===== src/rtl/tpu_issue_arbiter.sv =====
// Two-requester issue arbiter for the shared tpu instruction port.
// Round-robin between requesters, with a burst lock so a multi-word sequence
// issues without interleaving. A (valid, id) tag travels alongside each issued
// instruction so the tpu result can be routed back to its owner.
module tpu_issue_arbiter #(
  parameter int unsigned IW        = 16,
  parameter int unsigned RW        = 8,
  parameter int unsigned RES_LAT   = 2,
  parameter int unsigned MAX_BURST = 8
) (
  input  logic          clk_i,
  input  logic          rst_i,
  input  logic [IW-1:0] req0_instr_i,
  input  logic          req0_valid_i,
  input  logic          req0_last_i,
  output logic          req0_ready_o,
  input  logic [IW-1:0] req1_instr_i,
  input  logic          req1_valid_i,
  input  logic          req1_last_i,
  output logic          req1_ready_o,
  output logic [IW-1:0] tpu_instr_o,
  input  logic [RW-1:0] tpu_result_i,
  output logic [RW-1:0] rsp_data_o,
  output logic          rsp_valid_o,
  output logic          rsp_id_o,
  output logic          busy_o,
  output logic          owner_o
);

  localparam int unsigned CntW = $clog2(MAX_BURST + 1);

  typedef enum logic [0:0] {StIdle, StLocked} state_e;

  state_e              state_q, state_d;
  logic                owner_q, owner_d;
  logic                ptr_q, ptr_d;
  logic [CntW-1:0]     cnt_q, cnt_d;
  logic [IW-1:0]       instr_q, instr_d;
  logic [RES_LAT-1:0]  tag_vld_q, tag_id_q;
  logic                rsp_valid_q, rsp_id_q;
  logic [RW-1:0]       rsp_data_q;

  logic                ready0, ready1;
  logic                xfer, xfer_id, xfer_last;
  logic [IW-1:0]       xfer_instr;

  // Grant: the lock owner while locked, otherwise the pointer-favoured valid requester.
  always_comb begin
    ready0 = 1'b0;
    ready1 = 1'b0;
    if (state_q == StLocked) begin
      ready0 = ~owner_q & req0_valid_i;
      ready1 = owner_q & req1_valid_i;
    end else if (ptr_q) begin
      ready1 = req1_valid_i;
      ready0 = req0_valid_i & ~req1_valid_i;
    end else begin
      ready0 = req0_valid_i;
      ready1 = req1_valid_i & ~req0_valid_i;
    end
  end

  // Ready already implies valid, so at most one of these is a transfer.
  assign xfer       = ready0 | ready1;
  assign xfer_id    = ready1;
  assign xfer_last  = ready1 ? req1_last_i : req0_last_i;
  assign xfer_instr = ready1 ? req1_instr_i : req0_instr_i;

  // Next-state for lock, pointer, burst count and the issued instruction.
  always_comb begin
    state_d = state_q;
    owner_d = owner_q;
    ptr_d   = ptr_q;
    cnt_d   = cnt_q;
    instr_d = xfer ? xfer_instr : '0;
    if (xfer) begin
      if (state_q == StIdle) begin
        owner_d = xfer_id;
        // A one-word burst limit makes every grant a single-word burst.
        if (xfer_last || MAX_BURST == 1) begin
          ptr_d = ~xfer_id;
        end else begin
          state_d = StLocked;
          cnt_d   = CntW'(1);
        end
      end else if (xfer_last || cnt_q == CntW'(MAX_BURST - 1)) begin
        state_d = StIdle;
        ptr_d   = ~owner_q;
        cnt_d   = '0;
      end else begin
        cnt_d = cnt_q + 1'b1;
      end
    end
  end

  // Arbitration state and issue register.
  always_ff @(posedge clk_i) begin
    if (rst_i) begin
      state_q <= StIdle;
      owner_q <= 1'b0;
      ptr_q   <= 1'b0;
      cnt_q   <= '0;
      instr_q <= '0;
    end else begin
      state_q <= state_d;
      owner_q <= owner_d;
      ptr_q   <= ptr_d;
      cnt_q   <= cnt_d;
      instr_q <= instr_d;
    end
  end

  // Tag pipeline: the last stage marks the cycle tpu_result belongs to an issued word.
  always_ff @(posedge clk_i) begin
    if (rst_i) begin
      tag_vld_q   <= '0;
      tag_id_q    <= '0;
      rsp_valid_q <= 1'b0;
      rsp_id_q    <= 1'b0;
      rsp_data_q  <= '0;
    end else begin
      tag_vld_q[0] <= xfer;
      tag_id_q[0]  <= xfer_id;
      for (int unsigned i = 1; i < RES_LAT; i++) begin
        tag_vld_q[i] <= tag_vld_q[i-1];
        tag_id_q[i]  <= tag_id_q[i-1];
      end
      rsp_valid_q <= tag_vld_q[RES_LAT-1];
      if (tag_vld_q[RES_LAT-1]) begin
        rsp_data_q <= tpu_result_i;
        rsp_id_q   <= tag_id_q[RES_LAT-1];
      end
    end
  end

  assign req0_ready_o = ready0;
  assign req1_ready_o = ready1;
  assign tpu_instr_o  = instr_q;
  assign rsp_data_o   = rsp_data_q;
  assign rsp_valid_o  = rsp_valid_q;
  assign rsp_id_o     = rsp_id_q;
  assign busy_o       = (state_q == StLocked) | (|tag_vld_q);
  assign owner_o      = owner_q;

endmodule


===== config.mk =====
export PLATFORM = sky130hd
export DESIGN_NAME = tpu_issue_arbiter
export DESIGN_NICKNAME = d
export VERILOG_FILES = /design/src/rtl/tpu_issue_arbiter.sv
export SDC_FILE = /design/constraint.sdc
export NUM_CORES = 1
export LEC_CHECK = 0
export BUFFER_PORTS_ARGS = -buffer_cell sky130_fd_sc_hd__buf_2
export CORE_ASPECT_RATIO = 0.75
export CORE_MARGIN = 2
export CORE_UTILIZATION = 33
export CTS_CLUSTER_DIAMETER = 150
export DETAILED_ROUTE_END_ITERATION = 16
export PLACE_DENSITY_LB_ADDON = 0.05
export SLEW_MARGIN = 20
export SYNTH_ARGS = -nofsm -noshare
export SYNTH_HDL_FRONTEND = slang
export SYNTH_SLANG_ARGS = --single-unit
export TNS_END_PERCENT = 50

===== constraint.sdc =====
create_clock -name clk_i -period 1.72 [get_ports clk_i]
set_clock_uncertainty 0.15 [all_clocks]
set_input_delay 0.086 -clock clk_i [delete_from_list [all_inputs] [get_ports clk_i]]
set_output_delay 0.086 -clock clk_i [all_outputs]
set_load 0.01 [all_outputs]

==> reports/qor.csv, run 1 <==
stage,metric,value,unit
cts,cts_made_buffers,5,
critical_path,path_cells,"dlygate4sd3_1, buf_4, or4b_4, nor4b_4, nand3_1, nand3_1",
timing,hold_viol,0,
drt,wl_met1,2.02,mm
critical_path,crit_path_start_kind,primary input,
die,initial_utilization,34.3,%
critical_path,critPathRequiredTime,1.80,ns
cts,clock-sinks,37,
timing,rsz0062_at_grt,true,
power,p_clk_share,28.9,%
yosys,synth_seq_area_share,48.4,%
drt,route.detailed.drc,0,
critical_path,r2r-end,cnt_q[3],
timing,fin_crit_sh,96.6,%
place,dpl_cell_area,2010,um2
critical_path,rr_worst_depth,5,
timing,setup_viol,0,
power,p_leak,1.23,nW
layout,fin_area,2560,um2
yosys,syn_area,1530,um2
drt,post_drt_wl_per_cell,12.4,um
layout,fill_cells,395,
yosys,yosysWarnings,0,
power,power.total,2.00,mW
flow_run,cap_violations,0,
timing,report.final.slew_viol_count,0,
timing,slew_headroom,62.5,%
die,ios,76,
power,p_sw_share,27.8,%
critical_path,regToRegSetupSlack,0.06,ns
critical_path,worstReg2RegStart,cnt_q[0],
place,numPortBuffers,75,
cts,clk_pin_slew_worst_paths,0.07,ns
timing,worst_slew_pin_slew,0.562,ns
place,place_ws,0.0458,ns
power,sequentialPowerShare,47.3,%
timing,fmax,602,MHz
die,die_w,82.7,um
critical_path,slowest_stage,dlygate4sd3_1,
layout,drive_gt1_share,35.0,%
layout,multiInputGateArea,764,um2
worst_hold_path,hold_path_class,in2reg,
drt,top_layer,met4,
yosys,synth_fp_nets,220,
layout,n_antenna_cell,0,
layout,register_area,743,um2
drt,vias,1653,
run_status,outcome,finished clean,
layout,layout_common_cells,"74 x buf_2, 41 x dlygate4sd3_1, 37 x nand2_1",
cts,cts_buffer_depth,2,
power,p_comb_share,23.8,%
power,powerDensity,780,nW/um2
place,gp_congestion,0.779,
die,row_count,21,
cts,h-tree-depth,2,
drt,dr_wl_met3,324,um
yosys,syn_area_per_cell,8.85,um2
yosys,postSynthCellCount,173,
drt,dr.pass1.iters,4,
drt,via_per_inst,4.63,
grt,grt_pass1_wl,7.58,mm
critical_path,arrival,1.74,ns
grt,grt_max_degree,18,
die,dieHeight,63.0,um
layout,fin_nets,346,
worst_hold_path,hold_end,owner_o,
die,coreArea,4470,um2
drt,wl_met2,2.05,mm
layout,final_util,57.4,%
critical_path,crit_top_cell,nand3_1,
critical_path,max_stage_delay,0.54,ns
layout,syn2layout_area_growth,67.4,%
yosys,yosysUniqueCellTypes,34,
grt,antenna_found_initial,0,
drt,drtIter0Drc,76,
power,power.switching,0.557,mW
power,irDropWorstVdd,0.000544,V
power,power.internal,1.44,mW
grt,grt_pass1_vias,1624,
drt,ant_nets,0,
cts,root_buffer,clkbuf_8,
worst_hold_path,whs_path_depth,3,
critical_path,critPathCaptureType,flip-flop,
critical_path,startpoint,rst_i,
yosys,ys_ff_latch,37,
critical_path,path_class,in2reg,
timing,fin_ws,0.0581,ns
worst_hold_path,min-delay-start,req1_valid_i,
timing,finalSetupTns,0,ns
cts,cts_tree,done,
critical_path,cp_max_fo,9,
place,dpl.hpwl,2.69,mm
layout,final_common_cell,buf_2,
cts,clkLatencyLatePin,0.28,ns
timing,post-route-min-period,1.66,ns
die,die-area,5210,um2
drt,routed_wl,4.44,mm
grt,grtUsageTotal,18.9,%
grt,grt_overflow,0,
==> cells by family (layout without fill, tap and decap cells) <==
family | Yosys count | in the layout | share of synthesized area [%]
AOI/OAI and AO/OA | 32 | 32 | 14.1
buffers and inverters | 14 | 141 | 4.74
and+or+nand+nor | 78 | 78 | 24.8
muxes | 11 | 11 | 7.19
DFF | 37 | 37 | 48.4
adders and majority gates | 1 | 1 | 0.817
==> repair_timing <==
item                                   CTS  global route
buffers inserted                         0             1
setup endpoints to repair                2             2
resized for setup                        4             9
hold buffers                            41             0
pin swaps                                0             2
endpoints found under the hold margin   29             0
==> worst max-delay path by stage <==
| stage | end | slack, ns | cells after the start |
|---|---|---|---|
| 2_1_floorplan | cnt_q[3] | 0.04 | 5 |
| 5_1_grt | cnt_q[3] | -0.03 | 5 |
| 3_5_place_dp | cnt_q[3] | 0.05 | 5 |
| 6_report | cnt_q[3] | 0.06 | 6 |
| 4_1_cts | req1_ready_o | 0.03 | 4 |
| 3_3_place_gp | cnt_q[3] | 0.09 | 5 |
==> worst max-delay path, delay by kind of cell <==
family | cells | cell delay, ns
AND/OR/NAND/NOR | 4 | 0.94
buffers and inverters | 2 | 0.71
==> metrics by stage <==
stage | hold WS (ns) | std cells
after floorplan | 0.0694 | 173
after global placement | 0.174 | 307
after detailed placement | 0.180 | 307
after CTS | 0.00599 | 356
after global routing | 0.0290 | 357
final | 0.0259 | 357
==> cells in the mapped netlist <==
cell	count	share of area, %
nand3_1	9	2.9
nand3_2	1	0.65
or3_1	1	0.41
buf_6	1	0.74
nand2b_1	2	0.82
o32ai_2	1	1.1
ha_1	1	0.82
nor2b_1	6	2.5
nand3b_1	1	0.49
or2b_1	1	0.49
nor2_1	11	2.7
buf_4	3	1.5
o311ai_0	2	1.1
a31oi_1	2	0.82
dfxtp_1	37	48
and4b_1	1	0.65
or3b_4	1	0.74
o221a_1	1	0.74
nor4b_1	1	0.57
mux2i_1	11	7.2
buf_2	1	0.33
a31o_4	1	1.1
a21o_1	2	0.98
inv_1	4	0.98
nand4_1	3	1.2
a211oi_1	1	0.49
a21oi_1	18	5.9
or4b_1	1	0.65
inv_2	1	0.24
o21ai_0	1	0.33
nor3b_1	2	0.98
o31ai_1	3	1.5
nand2_1	37	9.1
clkbuf_1	4	0.98
==> power by group through the flow <==
stage	clock [mW]	combinational (mW)	sequential [mW]
3_3_place_gp	0	0.386	0.962
6_report	0.577	0.476	0.946
4_1_cts	0.604	0.461	0.944
2_1_floorplan	0	0.197	0.984
5_1_grt	0.653	0.524	0.955
3_5_place_dp	0	0.380	0.962
==> metal layers <==
layer,vias to the layer above,track usage (%)
met3,7,7.51
met5,-,0
li1,844,-
met1,745,23.6
met4,0,5.74
met2,57,29.6
==> registers in the layout, summed over array words and instances, names as in the netlist <==
name,flops
cnt_q,4
owner_o,1
ptr_q,1
rsp_data_o,8
rsp_id_o,1
rsp_valid_o,1
state_q,1
tag_id_q,2
tag_vld_q,2
tpu_instr_o,16
==> cell type report <==
type                       instances  share of cell area [%]
tap                               57                    2.78
multi-input combinational        122                    29.8
clock buffer                       6                    2.83
timing repair buffer             128                    34.3
clock inverter                     2                   0.390
sequential                        37                    29.0
inverter                           5                   0.927
Note: power is estimated with default switching activity, not from simulation.
==> inputs of run 2 (changes only) <==
--- a/config.mk
+++ b/config.mk
@@ -8,7 +8,7 @@
 export BUFFER_PORTS_ARGS = -buffer_cell sky130_fd_sc_hd__buf_2
 export CORE_ASPECT_RATIO = 0.75
 export CORE_MARGIN = 2
-export CORE_UTILIZATION = 33
+export CORE_UTILIZATION = 40
 export CTS_CLUSTER_DIAMETER = 150
 export DETAILED_ROUTE_END_ITERATION = 16
 export PLACE_DENSITY_LB_ADDON = 0.05
==> run 2 against run 1 <==
  * Non-clock buffer count fell by 2
  * Clock power about the same
  * Design area down 0.78%
  * Power up 0.15%
  * Worst setup slack about the same
  * Count of clock-buffer cells in the layout stayed put
  * Register-to-register slack hardly changed
  * Sequential power up 0.4%
  * Largest cell class unchanged
==> reports/qor.csv, run 2 (synthesized netlist as in run 1, its figures left out) <==
stage,metric,value,unit
run_status,outcome,finished clean,
critical_path,arrival,1.74,ns
critical_path,crit_family,simple AND/OR/NAND/NOR gates,
grt,grtUsageTotal,22.5,%
layout,fin_nets,344,
drt,post_drt_wl_per_cell,12.6,um
place,dpl.hpwl,2.53,mm
grt,grt_use_met2,36.1,%
critical_path,crit_buf_inv,0,
critical_path,critPathRequiredTime,1.80,ns
die,ios,76,
critical_path,crit_top_cell,nand3_1,
worst_hold_path,whs_path_depth,3,
die,row_count,19,
cts,cts_made_buffers,5,
cts,cts_tree,done,
place,numPortBuffers,75,
critical_path,critPathCaptureType,flip-flop,
timing,fin_crit_sh,96.6,%
worst_hold_path,hold_end,owner_o,
cts,clk_pin_slew_worst_paths,0.08,ns
worst_hold_path,hold_path_class,in2reg,
drt,vias,1658,
grt,top_usage_layer,met2,
power,p_leak,1.23,nW
place,place_ws,0.0293,ns
critical_path,r2r-end,cnt_q[3],
grt,met3_usage,7.95,%
critical_path,worstReg2RegStart,cnt_q[1],
critical_path,crit_path_start_kind,flip-flop,
die,coreArea,3660,um2
drt,ant_nets,0,
cts,root_buffer,clkbuf_8,
drt,via_per_inst,4.74,
critical_path,path_class,reg2reg,
timing,post-route-min-period,1.66,ns
layout,register_area,744,um2
critical_path,path_cells,"ha_4, or4b_4, nor4b_4, nand3_1, nand3_1",
grt,use_met1,28.5,%
cts,clock-sinks,37,
critical_path,rr_worst_depth,5,
power,irDropWorstVdd,0.000543,V
timing,rsz0062_at_grt,true,
critical_path,slowest_stage,or4b_4,
layout,syn2layout_area_growth,66.1,%
drt,drtIter0Drc,85,
timing,fmax,602,MHz
timing,hold_viol,0,
critical_path,cp_max_fo,4,
timing,slew_headroom,60.9,%
power,power.total,2.00,mW
worst_hold_path,min-delay-start,req1_valid_i,
critical_path,regToRegSetupSlack,0.06,ns
grt,grt_pass1_wl,7.41,mm
layout,final_common_cell,buf_2,
grt,grt_pass1_vias,1657,
layout,n_antenna_cell,0,
grt,grt_overflow,0,
drt,route.detailed.drc,0,
grt,antenna_found_initial,0,
layout,multiInputGateArea,757,um2
layout,drive_gt1_share,34.9,%
die,die-area,4340,um2
layout,largest_reg_flops,16,
timing,worst_slew_pin_slew,0.585,ns
power,powerDensity,787,nW/um2
place,gp_congestion,0.841,
timing,fin_ws,0.0581,ns
die,dieHeight,57.6,um
layout,final_cell_count_no_fill,350,
drt,routed_wl,4.41,mm
drt,dr.pass1.iters,4,
timing,setup_viol,0,
cts,clkLatencyLatePin,0.28,ns
place,dpl.cell_count,301,
layout,fill_cells,304,
timing,finalSetupTns,0,ns
flow_run,cap_violations,0,
timing,report.final.slew_viol_count,0,
cts,cts_buffer_depth,2,
critical_path,max_stage_delay,0.49,ns
layout,layout_common_cells,"75 x buf_2, 40 x dlygate4sd3_1, 37 x nand2_1",
grt,grt_max_degree,21,
die,die_w,75.5,um
die,initial_utilization,41.8,%
cts,h-tree-depth,2,
run 2: changes by cell type in the layout (fill, tap and decap cells not counted):
cell           previous run  this run
dfxtp_2                   2         3
dfxtp_1                  35        34
buf_4                    13        10
nand2b_1                  1         2
buf_12                    0         1
nand2b_4                  1         0
dlygate4sd3_1            41        40
buf_2                    74        75
run 2: tightest hold or removal path, stage by stage:
cell and delay (ns):
buf_2 0.17, nand3b_1 0.10, a21oi_1 0.05
run 2: final cells by class:
cell class              instances  area share (%)
clock inverters                 2           0.394
multi-input cells             122            29.8
clock buffers                   6            2.85
inverters                       5           0.935
repair buffers                126            34.2
flip-flops and latches         37            29.3
well taps                      52            2.56
run 2: through the flow:
step	hold WS (ns)	util (%)	cell area, um2
after floorplan	0.0694	-	1530
after global placement	0.176	54.8	2010
after detailed placement	0.181	54.8	2010
after CTS	0.00892	68.5	2510
after global routing	0.0117	69.5	2540
final	0.00620	69.5	2540
run 2: how the worst max path moves through the flow:
stage / start / end / depth (start not counted)
detailed placement: cnt_q[1] / cnt_q[3] / 5
global route: cnt_q[1] / cnt_q[3] / 5
global placement: cnt_q[1] / cnt_q[3] / 5
floorplan: cnt_q[0] / cnt_q[3] / 5
CTS: cnt_q[1] / cnt_q[3] / 5
finish: cnt_q[1] / cnt_q[3] / 5
run 2: where the power goes:
group | leakage (nW) | internal, mW | switching [mW]
Combinational | 0.876 | 0.247 | 0.227
Sequential | 0.305 | 0.918 | 0.0322
Clock | 0.0450 | 0.281 | 0.299
run 2: repair_timing:
| item | 4_1_cts | 5_1_grt |
|---|---|---|
| pin swaps | 0 | 4 |
| hold endpoints to repair | 24 | 0 |
| endpoints found under the setup margin | 1 | 19 |
| setup buffers | 1 | 0 |
| gates resized for setup | 3 | 8 |
| hold buffers | 40 | 0 |
run 2: layer usage:
layer  vias up  wire length, um
li1        845                -
met3         5              344
met5         -                0
met1       740             1980
met4         0               39
met2        68             2050
==> inputs of run 3 (changes only) <==
--- a/config.mk
+++ b/config.mk
@@ -8,7 +8,7 @@
 export BUFFER_PORTS_ARGS = -buffer_cell sky130_fd_sc_hd__buf_2
 export CORE_ASPECT_RATIO = 0.75
 export CORE_MARGIN = 2
-export CORE_UTILIZATION = 40
+export CORE_UTILIZATION = 35
 export CTS_CLUSTER_DIAMETER = 150
 export DETAILED_ROUTE_END_ITERATION = 16
 export PLACE_DENSITY_LB_ADDON = 0.05
==> run 3 against run 2 <==
  * Utilization fell by 7.4 points
  * Clock power rose by 15%
  * Power rose by 4.5%
  * Critical path depth did not move
  * Routed wire length rose by 0.50%
  * Sequential power fell by 0.5%
  * Highest routed layer unchanged
  * Non-clock buffer count rose by 3
==> reports/qor.csv, run 3 (synthesized netlist as in run 1, its figures left out) <==
stage,metric,value,unit
drt,routed_wl,4.43,mm
grt,grt_pass1_wl,7.21,mm
critical_path,crit_path_start_kind,flip-flop,
worst_hold_path,hold_path_class,in2reg,
layout,fin_nets,347,
die,ios,76,
drt,route.detailed.drc,0,
critical_path,arrival,1.75,ns
power,powerDensity,816,nW/um2
layout,layout_common_cells,"75 x buf_2, 40 x dlygate4sd3_1, 37 x nand2_1, 37 x dfxtp_1, 18 x a21oi_1",
power,irDropWorstVdd,0.000550,V
layout,fill_cells,397,
grt,grt_max_degree,21,
die,die_w,80.4,um
timing,report.final.slew_viol_count,0,
flow_run,cap_violations,0,
die,dieHeight,61.3,um
grt,grt_pass1_vias,1591,
layout,final_cell_count_no_fill,356,
timing,hold_viol,0,
drt,via_per_inst,4.68,
place,dpl.cell_count,307,
drt,post_drt_wl_per_cell,12.4,um
layout,multiInputGateArea,732,um2
die,initial_utilization,37.1,%
timing,setup_viol,0,
run_status,outcome,finished clean,
timing,fin_ws,0.0538,ns
critical_path,cp_max_fo,4,
critical_path,critPathRequiredTime,1.81,ns
cts,clkLatencyLatePin,0.29,ns
grt,antenna_found_initial,0,
cts,cts_buffer_depth,2,
drt,ant_nets,0,
timing,fmax,600,MHz
grt,grtUsageTotal,19.4,%
timing,rsz0062_at_grt,true,
place,place_ws,0.0439,ns
critical_path,path_class,reg2reg,
timing,post-route-min-period,1.67,ns
timing,slew_headroom,63.5,%
drt,vias,1666,
layout,register_area,741,um2
cts,cts_tree,done,
cts,clk_pin_slew_worst_paths,0.08,ns
drt,drtIter0Drc,119,
cts,h-tree-depth,2,
die,row_count,20,
die,coreArea,4130,um2
critical_path,critPathCaptureType,flip-flop,
layout,syn2layout_area_growth,67.4,%
layout,drive_gt1_share,34.2,%
place,gp_congestion,0.797,
die,die-area,4930,um2
cts,cts_made_buffers,5,
layout,n_antenna_cell,0,
timing,worst_slew_pin_slew,0.546,ns
power,power.total,2.09,mW
grt,grt_overflow,0,
place,numPortBuffers,75,
timing,fin_crit_sh,96.9,%
drt,dr.pass1.iters,4,
cts,clock-sinks,37,
layout,final_common_cell,buf_2,
power,p_leak,1.24,nW
layout,largest_reg_flops,16,
place,dpl.hpwl,2.66,mm
cts,root_buffer,clkbuf_8,
## run 3: cell types whose count changed in the layout (fill, tap and decap cells not counted), sizes merged
| cell | previous run | this run |
|---|---|---|
| clkbuf | 6 | 7 |
| clkinv | 2 | 1 |
| buf | 86 | 89 |
## run 3: final timing paths
path,start,to,slack [ns],cells after the start
max reg2reg,cnt_q[1],cnt_q[3],0.05,5
min,req1_valid_i,owner_o,0.009,3
min reg2reg,tag_id_q[0],tag_id_q[1],0.29,1
max,cnt_q[1],cnt_q[3],0.05,5
## run 3: worst max-delay path: stages (launching register included)
cell	delay [ns]
dfxtp_1	0.34
ha_1	0.20
or4b_1	0.52
nor4b_2	0.22
nand3_1	0.10
nand3_1	0.07
## run 3: through the flow
stage / cell area, um2 / hold slack, ns / setup TNS, ns / util (%)
3_3_place_gp: 2030 / 0.176 / 0 / 49.2
5_1_grt: 2560 / 0.0354 / -0.0722 / 62.1
4_1_cts: 2550 / 0.00497 / 0 / 61.8
6_report: 2560 / 0.00872 / 0 / 62.1
3_5_place_dp: 2030 / 0.180 / 0 / 49.2
2_1_floorplan: 1530 / 0.0694 / 0 / -
## run 3: metal layers
metal	vias to the layer above	GRT usage (%)	part of all wire [%]
li1	847	-	-
met1	740	24.3	44
met2	70	30.7	45
met3	9	7.33	9.0
met4	0	7.99	1.7
met5	-	0	0
## run 3: final cells by class
cell class              instances  area share [%]
clock buffers                   7            3.76
well taps                      55            2.68
flip-flops and latches         37            28.9
clock inverters                 1           0.195
multi-input cells             122            28.6
repair buffers                129            35.0
inverters                       5           0.927
## run 3: report_power, final
group          switching (mW)  internal (mW)
combinational           0.229          0.254
clock                   0.303          0.362
sequential             0.0285          0.916
total                   0.560           1.53
## run 3: what timing repair did
action	CTS	global route
setup buffers	1	0
endpoints found under the hold margin	24	0
hold buffers	40	0
gates cloned	0	0
resized for setup	2	3
endpoints found under the setup margin	1	7
pin swaps	0	1
